### src/rtl/clock_gen_ctrl.sv
`default_nettype none
// ============================================================================
// Module   : clock_gen_ctrl
// Brief    : Run-time programmable clock/strobe generator with glitch-free
//            start/stop and divisor changes applied on period boundaries.
// Revision : 1.0 - initial release
// ============================================================================
module clock_gen_ctrl #(
    parameter int DIV_WIDTH   = 16,
    parameter int DEFAULT_DIV = 2
) (
    input  logic                 i_clk,
    input  logic                 i_reset,
    input  logic                 i_enable,
    input  logic [DIV_WIDTH-1:0] i_div,
    input  logic                 i_div_valid,
    output logic                 o_div_ready,
    output logic                 o_clk,
    output logic                 o_rise,
    output logic                 o_fall,
    output logic                 o_running
);

    localparam logic [0:0] ST_IDLE = 1'b0;
    localparam logic [0:0] ST_RUN  = 1'b1;

    localparam logic [DIV_WIDTH-1:0] RESET_DIV = DIV_WIDTH'(DEFAULT_DIV);
    localparam logic [DIV_WIDTH-1:0] CNT_ONE   = DIV_WIDTH'(1);

    logic [0:0]           state;
    logic [0:0]           state_next;
    logic [DIV_WIDTH-1:0] cnt;
    logic [DIV_WIDTH-1:0] active_div;
    logic [DIV_WIDTH-1:0] pending_div;
    logic                 pending;

    logic                 cnt_nonzero;
    logic                 at_boundary;
    logic                 accept;
    logic [DIV_WIDTH-1:0] load_value;

    logic                 do_rise;
    logic                 do_fall;
    logic                 do_apply;
    logic                 do_load;
    logic                 do_dec;

    assign cnt_nonzero = (cnt != '0);
    assign at_boundary = (state == ST_RUN) && !cnt_nonzero && !o_clk;
    assign accept      = i_div_valid && o_div_ready;

    // A divisor applied in this cycle is also the one loaded for the new phase.
    assign load_value  = do_apply ? pending_div : active_div;

    assign o_div_ready = ~pending;
    assign o_running   = (state == ST_RUN);

    // State register
    always_ff @(posedge i_clk) begin
        if (i_reset) begin
            state <= ST_IDLE;
        end else begin
            state <= state_next;
        end
    end

    // Next-state logic
    always_comb begin
        state_next = state;
        case (state)
            ST_IDLE: begin
                if (i_enable) begin
                    state_next = ST_RUN;
                end
            end
            ST_RUN: begin
                if (at_boundary && !i_enable) begin
                    state_next = ST_IDLE;
                end
            end
            default: begin
                state_next = ST_IDLE;
            end
        endcase
    end

    // Per-cycle datapath actions
    always_comb begin
        do_rise  = 1'b0;
        do_fall  = 1'b0;
        do_apply = 1'b0;
        do_load  = 1'b0;
        do_dec   = 1'b0;
        case (state)
            ST_IDLE: begin
                do_apply = pending;
                do_rise  = i_enable;
                do_load  = i_enable;
            end
            ST_RUN: begin
                if (cnt_nonzero) begin
                    do_dec = 1'b1;
                end else if (o_clk) begin
                    do_fall = 1'b1;
                    do_load = 1'b1;
                end else begin
                    do_apply = pending;
                    do_rise  = i_enable;
                    do_load  = i_enable;
                end
            end
            default: begin
                do_rise = 1'b0;
            end
        endcase
    end

    // Counter, divisor registers and registered clock/strobes
    always_ff @(posedge i_clk) begin
        if (i_reset) begin
            cnt         <= '0;
            active_div  <= RESET_DIV;
            pending_div <= '0;
            pending     <= 1'b0;
            o_clk       <= 1'b0;
            o_rise      <= 1'b0;
            o_fall      <= 1'b0;
        end else begin
            if (do_load) begin
                cnt <= load_value;
            end else if (do_dec) begin
                cnt <= cnt - CNT_ONE;
            end

            if (do_apply) begin
                active_div <= pending_div;
            end

            // accept needs pending==0 and apply needs pending==1: never both
            if (accept) begin
                pending_div <= i_div;
                pending     <= 1'b1;
            end else if (do_apply) begin
                pending     <= 1'b0;
            end

            if (do_rise) begin
                o_clk <= 1'b1;
            end else if (do_fall) begin
                o_clk <= 1'b0;
            end

            o_rise <= do_rise;
            o_fall <= do_fall;
        end
    end

endmodule
`default_nettype wire

### config.mk
export PLATFORM = sky130hd
export DESIGN_NAME = clock_gen_ctrl
export DESIGN_NICKNAME = d
export VERILOG_FILES = /design/src/rtl/clock_gen_ctrl.sv
export SDC_FILE = /design/constraint.sdc
export NUM_CORES = 1
export LEC_CHECK = 0
export BUFFER_PORTS_ARGS = -buffer_cell sky130_fd_sc_hd__buf_4
export CAP_MARGIN = 0
export CORE_UTILIZATION = 32
export DETAILED_ROUTE_END_ITERATION = 7
export PLACE_DENSITY = 0.53
export SYNTH_ARGS = -nofsm -noshare
export SYNTH_HDL_FRONTEND = slang
export SYNTH_SLANG_ARGS = --single-unit
### constraint.sdc
create_clock -name i_clk -period 2.1 [get_ports i_clk]
set_clock_uncertainty 0.05 [all_clocks]
set_input_delay 0.42 -clock i_clk [delete_from_list [all_inputs] [get_ports i_clk]]
set_output_delay 0.42 -clock i_clk [all_outputs]
set_load 0.02 [all_outputs]
=== After elaboration in Yosys (flattened, before gate mapping) ===
Index checks and enable logic that the tools add are counted.

* Add/sub/neg operators: 1
* Reduce and logical (&&, ||, !) cells: 11
* Bitwise operators: 2
* Mux-type cells: 24

{| class="wikitable"
|+ Operators with widths
! cell !! count
|-
| $mux W16 || 3
|-
| $mux W1 || 17
|-
| $reduce_bool A16 Y1 || 1
|-
| $sub A16 B1 Y16 const B || 1
|-
| $pmux W1 S2 || 4
|-
| $reduce_bool A2 Y1 || 3
|-
| $logic_and A1 B1 Y1 || 4
|-
| $logic_not A1 Y1 || 3
|-
| $not A1 Y1 || 2
|}

* Word-level logic and storage cells: 46
* Register bits after elaboration: 53

=== Depth between registers and ports, before layout ===
Gate-level depths: netlist of the first run.

* Depth after elaboration: 7
* Gate-level depth with buffers: 9
* Gate-level depth less buffers: 8

=== Worst setup path before layout of the first run ===
OpenSTA, ideal clock, no wires.

* Kind: flip-flop to flip-flop
* Start: reg cnt[0]
* End: reg cnt[1]
* Slack: -0.071 ns
* Path buffers: 1
* Setup time: 0.117 ns
* Data required time: 1.933 ns
* Cell stages (with the launch flop): 10
* Data arrival time: 2.004 ns
* Cell sequence: dfxtp_1 -> inv_1 -> ha_1 -> nor4b_2 -> nand4_4 -> a21oi_4 -> buf_12 -> mux2i_1 -> nand2_1 -> a32o_1

* Cells in the longest elaborated chain, start to end: 5

{| class="wikitable"
|+ Ends and longest elaborated chain
! element !! line !! text
|-
| from (decl) || 32 || <nowiki>logic [DIV_WIDTH-1:0] cnt;</nowiki>
|-
| from (signal assigned) || 130 || <nowiki>cnt <= load_value;</nowiki>
|-
| from (signal assigned) || 132 || <nowiki>cnt <= cnt - CNT_ONE;</nowiki>
|-
| parallel branches: the longest is 5 deep, another holds $sub A16 B1 Y16 || -- ||
|}

Several ways; the timed one is not identified. The select of a mux whose other input is x is not followed.
A chain may end at the register's enable or synchronous reset.

=== Worst setup path in the final report of the first run ===
* Start: reg cnt[0]
* End: reg cnt[14]

Same word-level chain as after synthesis.

==> impl_metrics.toml, run 1 <==
[yosys]
synth_sequential_area_ratio_pct = 45.1
yosysUniqueCellTypes = 46
yosys.area.top_type_share_pct = 45.1
synthesis.area_mm2 = 0.00235
most_area_hungry_cell_type_in_the_yosys_netlist = "dfxtp_1"
synth_nets = 289
number_of_flip_flops_and_latches_in_the_synthesized_netlist = 53
synth_area_per_cell_um2 = 8.82
yosysWarnings = 0
synth_top_cells_by_area = "dfxtp_1 (45%), nand2_1 (7.7%), mux2i_1 (7.2%), a21oi_1 (6.2%), nor2_1 (3.8%)"
synth-edff-count = 0
postSynth.asyncResetShare_pct = 0
postSynthCellCount = 267
leading_register_cell_type_out_of_synthesis = "dfxtp_1"

[place]
weighted_congestion_at_the_end_of_routability_driven_global_placement = 0.830
dpl_cell_area_mm2 = 0.00278
hpwl_um = 4240
io_buffer_count = 24
place.detailed.instances = 397
dp_worst_setup_slack_ns = 0.0313

[detailed_routing]
final_antenna_net_count = 0
route.detailed.drc = 0
avgRoutedWirePerCell_um = 14.4
routed_via_count = 2053
via_per_inst = 5.00
wirelength_um = 5920
dr.pass1.iters = 4
drt-initial-drc-count = 75

[sta]
clock.fmax_ghz = 0.490
layout_min_cycle_time_ns = 2.04
holdWs_ns = 0.290
rsz0062_at_grt = "true"
final_hold_viol_count = 0
final_report_setup_violation_count = 0
setup_slack_ns = 0.0593
maxSlewViolCount = 0
max_slew.worst_pin.slew_ns = 1.07
timing.setup.tns_ns = 0
layout_worst_path_cycle_share_pct = 97.2
max_slew_margin_pct = 28.4

[cts]
cts.path.max_buffers = 2
clock_sinks = 53
clk_pin_slew_ns = 0.10
cts_htree_levels = 2
clock_tree_from_tritoncts = "done"
cts_root_buffer = "clkbuf_8"
cts_hold_buffers = 0
cts_inserted_buffers = 5
clock_latency_ns = 0.31

[global_route]
globalRoute.totalOverflow = 0
total_global_route_track_usage_pct = 16.4
maximum_number_of_pins_on_one_net_before_global_route_repair = 31
number_of_global_route_vias_before_repair = 1873
antenna_violations_before_repair = 0
grt_first_pass_wirelength_um = 9590

[setup_path]
criticalPathCategory = "register to register"
cp-end-kind = "register"
worst_ep_required_time_ns = 2.25
timing.critical_path.arrival_ns = 2.19
worst_path_maximum_fanout = 13
setup.worst_path.start_class = "register"

[pwr]
leakagePower_nw = 1.19
power_density_mw_per_mm2 = 1100
vdd_ir_drop_max_v = 0.000427
p_total_mw = 3.34

[final_layout]
antennaDiodeCount = 0
mostFrequentLayoutCells = "dfxtp_1 (53), buf_4 (51), nand2_1 (47)"
share_of_cells_above_drive_strength_1_pct = 27.3
final_net_count = 337
fin_area_mm2 = 0.00304
final.fill_count = 700
area.growth.synth_to_final_pct = 29.2
multi_input_combinational_cell_area_mm2 = 0.00128
most_frequent_standard_cell_in_the_layout_excluding_fill_and_tap_cells = "dfxtp_1"
final_core_util_pct = 43.8
stdcell_count = 411
regArea_mm2 = 0.00106

[status]
status = "finished clean"

[flow_run]
max_cap_viol_count = 0

[floorplan]
num_rows = 30
starting_density_of_the_core_pct = 33.9
fp.dieArea_mm2 = 0.00771
boundaryPins = 25
fp.coreArea_mm2 = 0.00694
die_h_um = 87.8
die_width_um = 87.8

[worst_hold_path]
class_of_the_tightest_hold_or_removal_check = "primary input to register"
==> final timing paths <==
path              startpoint              end  slack (ns)  cells past startpoint
max                   cnt[0]          cnt[14]        0.06                      9
min                 i_div[1]   pending_div[1]        0.29                      3
max reg2reg           cnt[0]          cnt[14]        0.06                      9
min reg2reg  pending_div[12]  pending_div[12]        0.42                      2
==> power breakdown <==
group          switching [mW]  internal (mW)
clock                   0.337          0.353
combinational           0.726          0.675
sequential              0.129           1.12
total                    1.19           2.15
==> sequential cells by signal, indices dropped and copies added, names as in the netlist <==
| name | count |
|---|---|
| o_running | 1 |
| o_rise | 1 |
| pending | 1 |
| o_clk | 1 |
| pending_div | 16 |
| cnt | 16 |
| o_fall | 1 |
| active_div | 16 |
==> critical path, stage by stage, from the launching register on <==
cell	delay, ns
dfxtp_1	0.32
inv_1	0.07
ha_1	0.15
nor4b_4	0.27
nand4_4	0.15
a21oi_4	0.17
buf_12	0.18
mux2i_4	0.24
nand2_1	0.07
a32o_1	0.24
==> repair_timing <==
| item | CTS | global route |
|---|---|---|
| setup endpoints to repair | 0 | 13 |
| gates resized for setup | 0 | 19 |
| buffers inserted | 0 | 7 |
==> cell families (layout without fill, tap and decap cells) <==
| logic type | after synthesis | after routing | share of synthesized area, % |
|---|---|---|---|
| flip-flops | 53 | 53 | 45.1 |
| AO/OA/AOI/OAI | 69 | 69 | 18.9 |
| adder cells (fa/ha/maj) | 2 | 2 | 1.06 |
| AND/OR/NAND/NOR | 107 | 107 | 23.7 |
| multiplexers | 17 | 17 | 7.23 |
| buffers and inverters | 19 | 67 | 4.09 |
==> cell type report <==
| class | instances | share of cell area [%] |
|---|---|---|
| multi-input cells | 195 | 42.1 |
| flip-flops and latches | 53 | 34.9 |
| repair buffers | 56 | 15.0 |
| well taps | 96 | 3.95 |
| clock buffers | 5 | 2.26 |
| clock inverters | 2 | 1.27 |
| inverters | 4 | 0.493 |
==> synth_stat cells (2+ instances only) <==
library cell / number
nor3b_1: 2
nand4_1: 2
nor2b_1: 2
nor4_4: 2
o221ai_1: 3
ha_1: 2
o211ai_1: 2
a31oi_1: 2
nand2b_1: 2
mux2i_1: 17
nand2_1: 48
nor4_2: 2
and3_1: 3
a21oi_1: 29
clkbuf_1: 11
a32o_1: 5
nor2_1: 24
and2_1: 2
nand3_1: 6
dfxtp_1: 53
o21ai_0: 11
o22ai_1: 4
inv_1: 4
o21ai_1: 2
nor3_1: 6
==> per-layer routing <==
metal	vias up	global-route usage [%]	wire length (µm)
met5	-	0	0
met4	0	6.11	89
met3	9	3.02	171
met2	37	25.0	2710
met1	964	22.9	2950
li1	1043	-	-
(Power assumes the default switching activity.)
==> run 2: changes to the inputs <==
==> constraint.sdc (replaced) <==
create_clock -name i_clk -period 1.75 [get_ports i_clk]
set_clock_uncertainty 0.05 [all_clocks]
set_input_delay 0.35 -clock i_clk [delete_from_list [all_inputs] [get_ports i_clk]]
set_output_delay 0.35 -clock i_clk [all_outputs]
set_load 0.02 [all_outputs]
==> impl_metrics.toml, run 2 (synthesis results as in run 1) <==
[floorplan]
boundaryPins = 25
fp.dieArea_mm2 = 0.00771
die_width_um = 87.8
starting_density_of_the_core_pct = 33.9
num_rows = 30
die_h_um = 87.8
fp.coreArea_mm2 = 0.00694

[pwr]
power_density_mw_per_mm2 = 1300
leakagePower_nw = 1.32
vdd_ir_drop_max_v = 0.000633
net-switching-power_mw = 1.57
p_total_mw = 4.37
p_sw_share_pct = 35.8
internal_power_mw = 2.80
share_seq_of_total_power_pct = 34.1
share_comb_of_total_power_pct = 46.6
power_frac_clock_pct = 19.3

[setup_path]
critical_path.reg2reg.startpoint = "cnt[1]"
worst_path_maximum_fanout = 9
criticalPathCategory = "register to register"
cp-end-kind = "register"
regToRegSetupSlack_ns = -0.23
setup.worst_path.start_class = "register"
worst-r2r-cell-count = 9
r2r_end = "cnt[11]"
worst_ep_required_time_ns = 1.91
timing.critical_path.arrival_ns = 2.14

[global_route]
antenna_violations_before_repair = 0
total_global_route_track_usage_pct = 17.2
grt_first_pass_wirelength_um = 10100
number_of_global_route_vias_before_repair = 2035
globalRoute.totalOverflow = 0
maximum_number_of_pins_on_one_net_before_global_route_repair = 28

[detailed_routing]
routed_via_count = 2171
wirelength_um = 6180
drt-initial-drc-count = 115
via_per_inst = 5.01
route.detailed.drc = 0
final_antenna_net_count = 0
dr.pass1.iters = 4
avgRoutedWirePerCell_um = 14.3

[cts]
cts_hold_buffers = 0
cts_htree_levels = 2
clock_latency_ns = 0.31
clk_pin_slew_ns = 0.10
cts_inserted_buffers = 5
clock_tree_from_tritoncts = "done"
cts.path.max_buffers = 2
clock_sinks = 53
cts_root_buffer = "clkbuf_8"

[worst_hold_path]
timing.hold.worst_endpoint = "o_clk"
hold_depth = 2
class_of_the_tightest_hold_or_removal_check = "primary input to register"
min-delay-start = "i_reset"

[final_layout]
mostFrequentLayoutCells = "buf_4 (71), dfxtp_1 (50), nand2_1 (46)"
final.fill_count = 675
largest_registers_in_the_final_layout = "active_div x16, cnt x16, pending_div x16"
fin_area_mm2 = 0.00336
most_frequent_standard_cell_in_the_layout_excluding_fill_and_tap_cells = "buf_4"
final_core_util_pct = 48.3
area.growth.synth_to_final_pct = 42.5
final_net_count = 359
share_of_cells_above_drive_strength_1_pct = 37.1
antennaDiodeCount = 0

[place]
weighted_congestion_at_the_end_of_routability_driven_global_placement = 0.853
dpl_cell_area_mm2 = 0.00303
hpwl_um = 4580
io_buffer_count = 24

[sta]
max_slew_margin_pct = 62.2
layout_worst_path_cycle_share_pct = 113
clock.fmax_ghz = 0.506
final_report_setup_violation_count = 31
final_hold_viol_count = 0
layout_min_cycle_time_ns = 1.98
timing.setup.tns_ns = -4.52
setup_slack_ns = -0.228
holdWs_ns = 0.219
rsz0062_at_grt = "true"
maxSlewViolCount = 0
max_slew.worst_pin.slew_ns = 0.565

[status]
violations = "setup timing"
status = "finished with violations"

[flow_run]
max_cap_viol_count = 0
## run 2: worst max-delay path by stage
stage / start / to / depth (start not counted)
after detailed placement: cnt[8] / cnt[11] / 7
final: cnt[1] / cnt[11] / 9
after CTS: cnt[1] / cnt[11] / 9
after global routing: cnt[1] / cnt[9] / 9
after global placement: cnt[1] / cnt[9] / 9
after floorplan: cnt[1] / cnt[1] / 9
## run 2: area by class of cell
class / count / area, µm² / share of cell area (%)
multi-input cells: 195 / 1400 / 41.6
clock buffers: 5 / 68.8 / 2.05
flip-flops and latches: 53 / 1060 / 31.7
repair buffers: 78 / 651 / 19.4
well taps: 96 / 120 / 3.58
inverters: 4 / 15.0 / 0.447
clock inverters: 2 / 38.8 / 1.16
## run 2: power by group through the flow
stage          Clock [mW]  Sequential (mW)  Combinational, mW
2_1_floorplan           0             1.52               1.01
3_3_place_gp            0             1.50               1.81
3_5_place_dp            0             1.50               1.82
4_1_cts             0.867             1.49               1.90
5_1_grt             0.916             1.51               2.22
6_report            0.845             1.49               2.04
## run 2: metal layers
metal | global-route usage (%) | up-vias | wire (µm)
li1 | - | 1098 | -
met1 | 22.9 | 1029 | 2960
met2 | 27.8 | 33 | 2940
met3 | 3.39 | 11 | 188
met4 | 6.41 | 0 | 97
met5 | 0 | - | 0
## run 2: repair_timing
item,in CTS,in global routing
gates resized for setup,26,16
setup buffers,1,2
pin swaps,5,6
endpoints found under the setup margin,32,34
## run 2: metrics by stage
step	cells	worst slack (ns)
after global placement	423	-0.238
after CTS	431	-0.245
after detailed placement	423	-0.255
after floorplan	267	-0.287
final	433	-0.228
after global routing	433	-0.376
## run 2: critical path, cell delays in order, from the launching register on
cell and delay [ns]:
dfxtp_2 0.33, inv_2 0.07, ha_4 0.13, nor4b_4 0.26, nand4_4 0.15, a21oi_4 0.17
buf_12 0.17, mux2i_4 0.24, mux2i_1 0.10, a32o_1 0.21
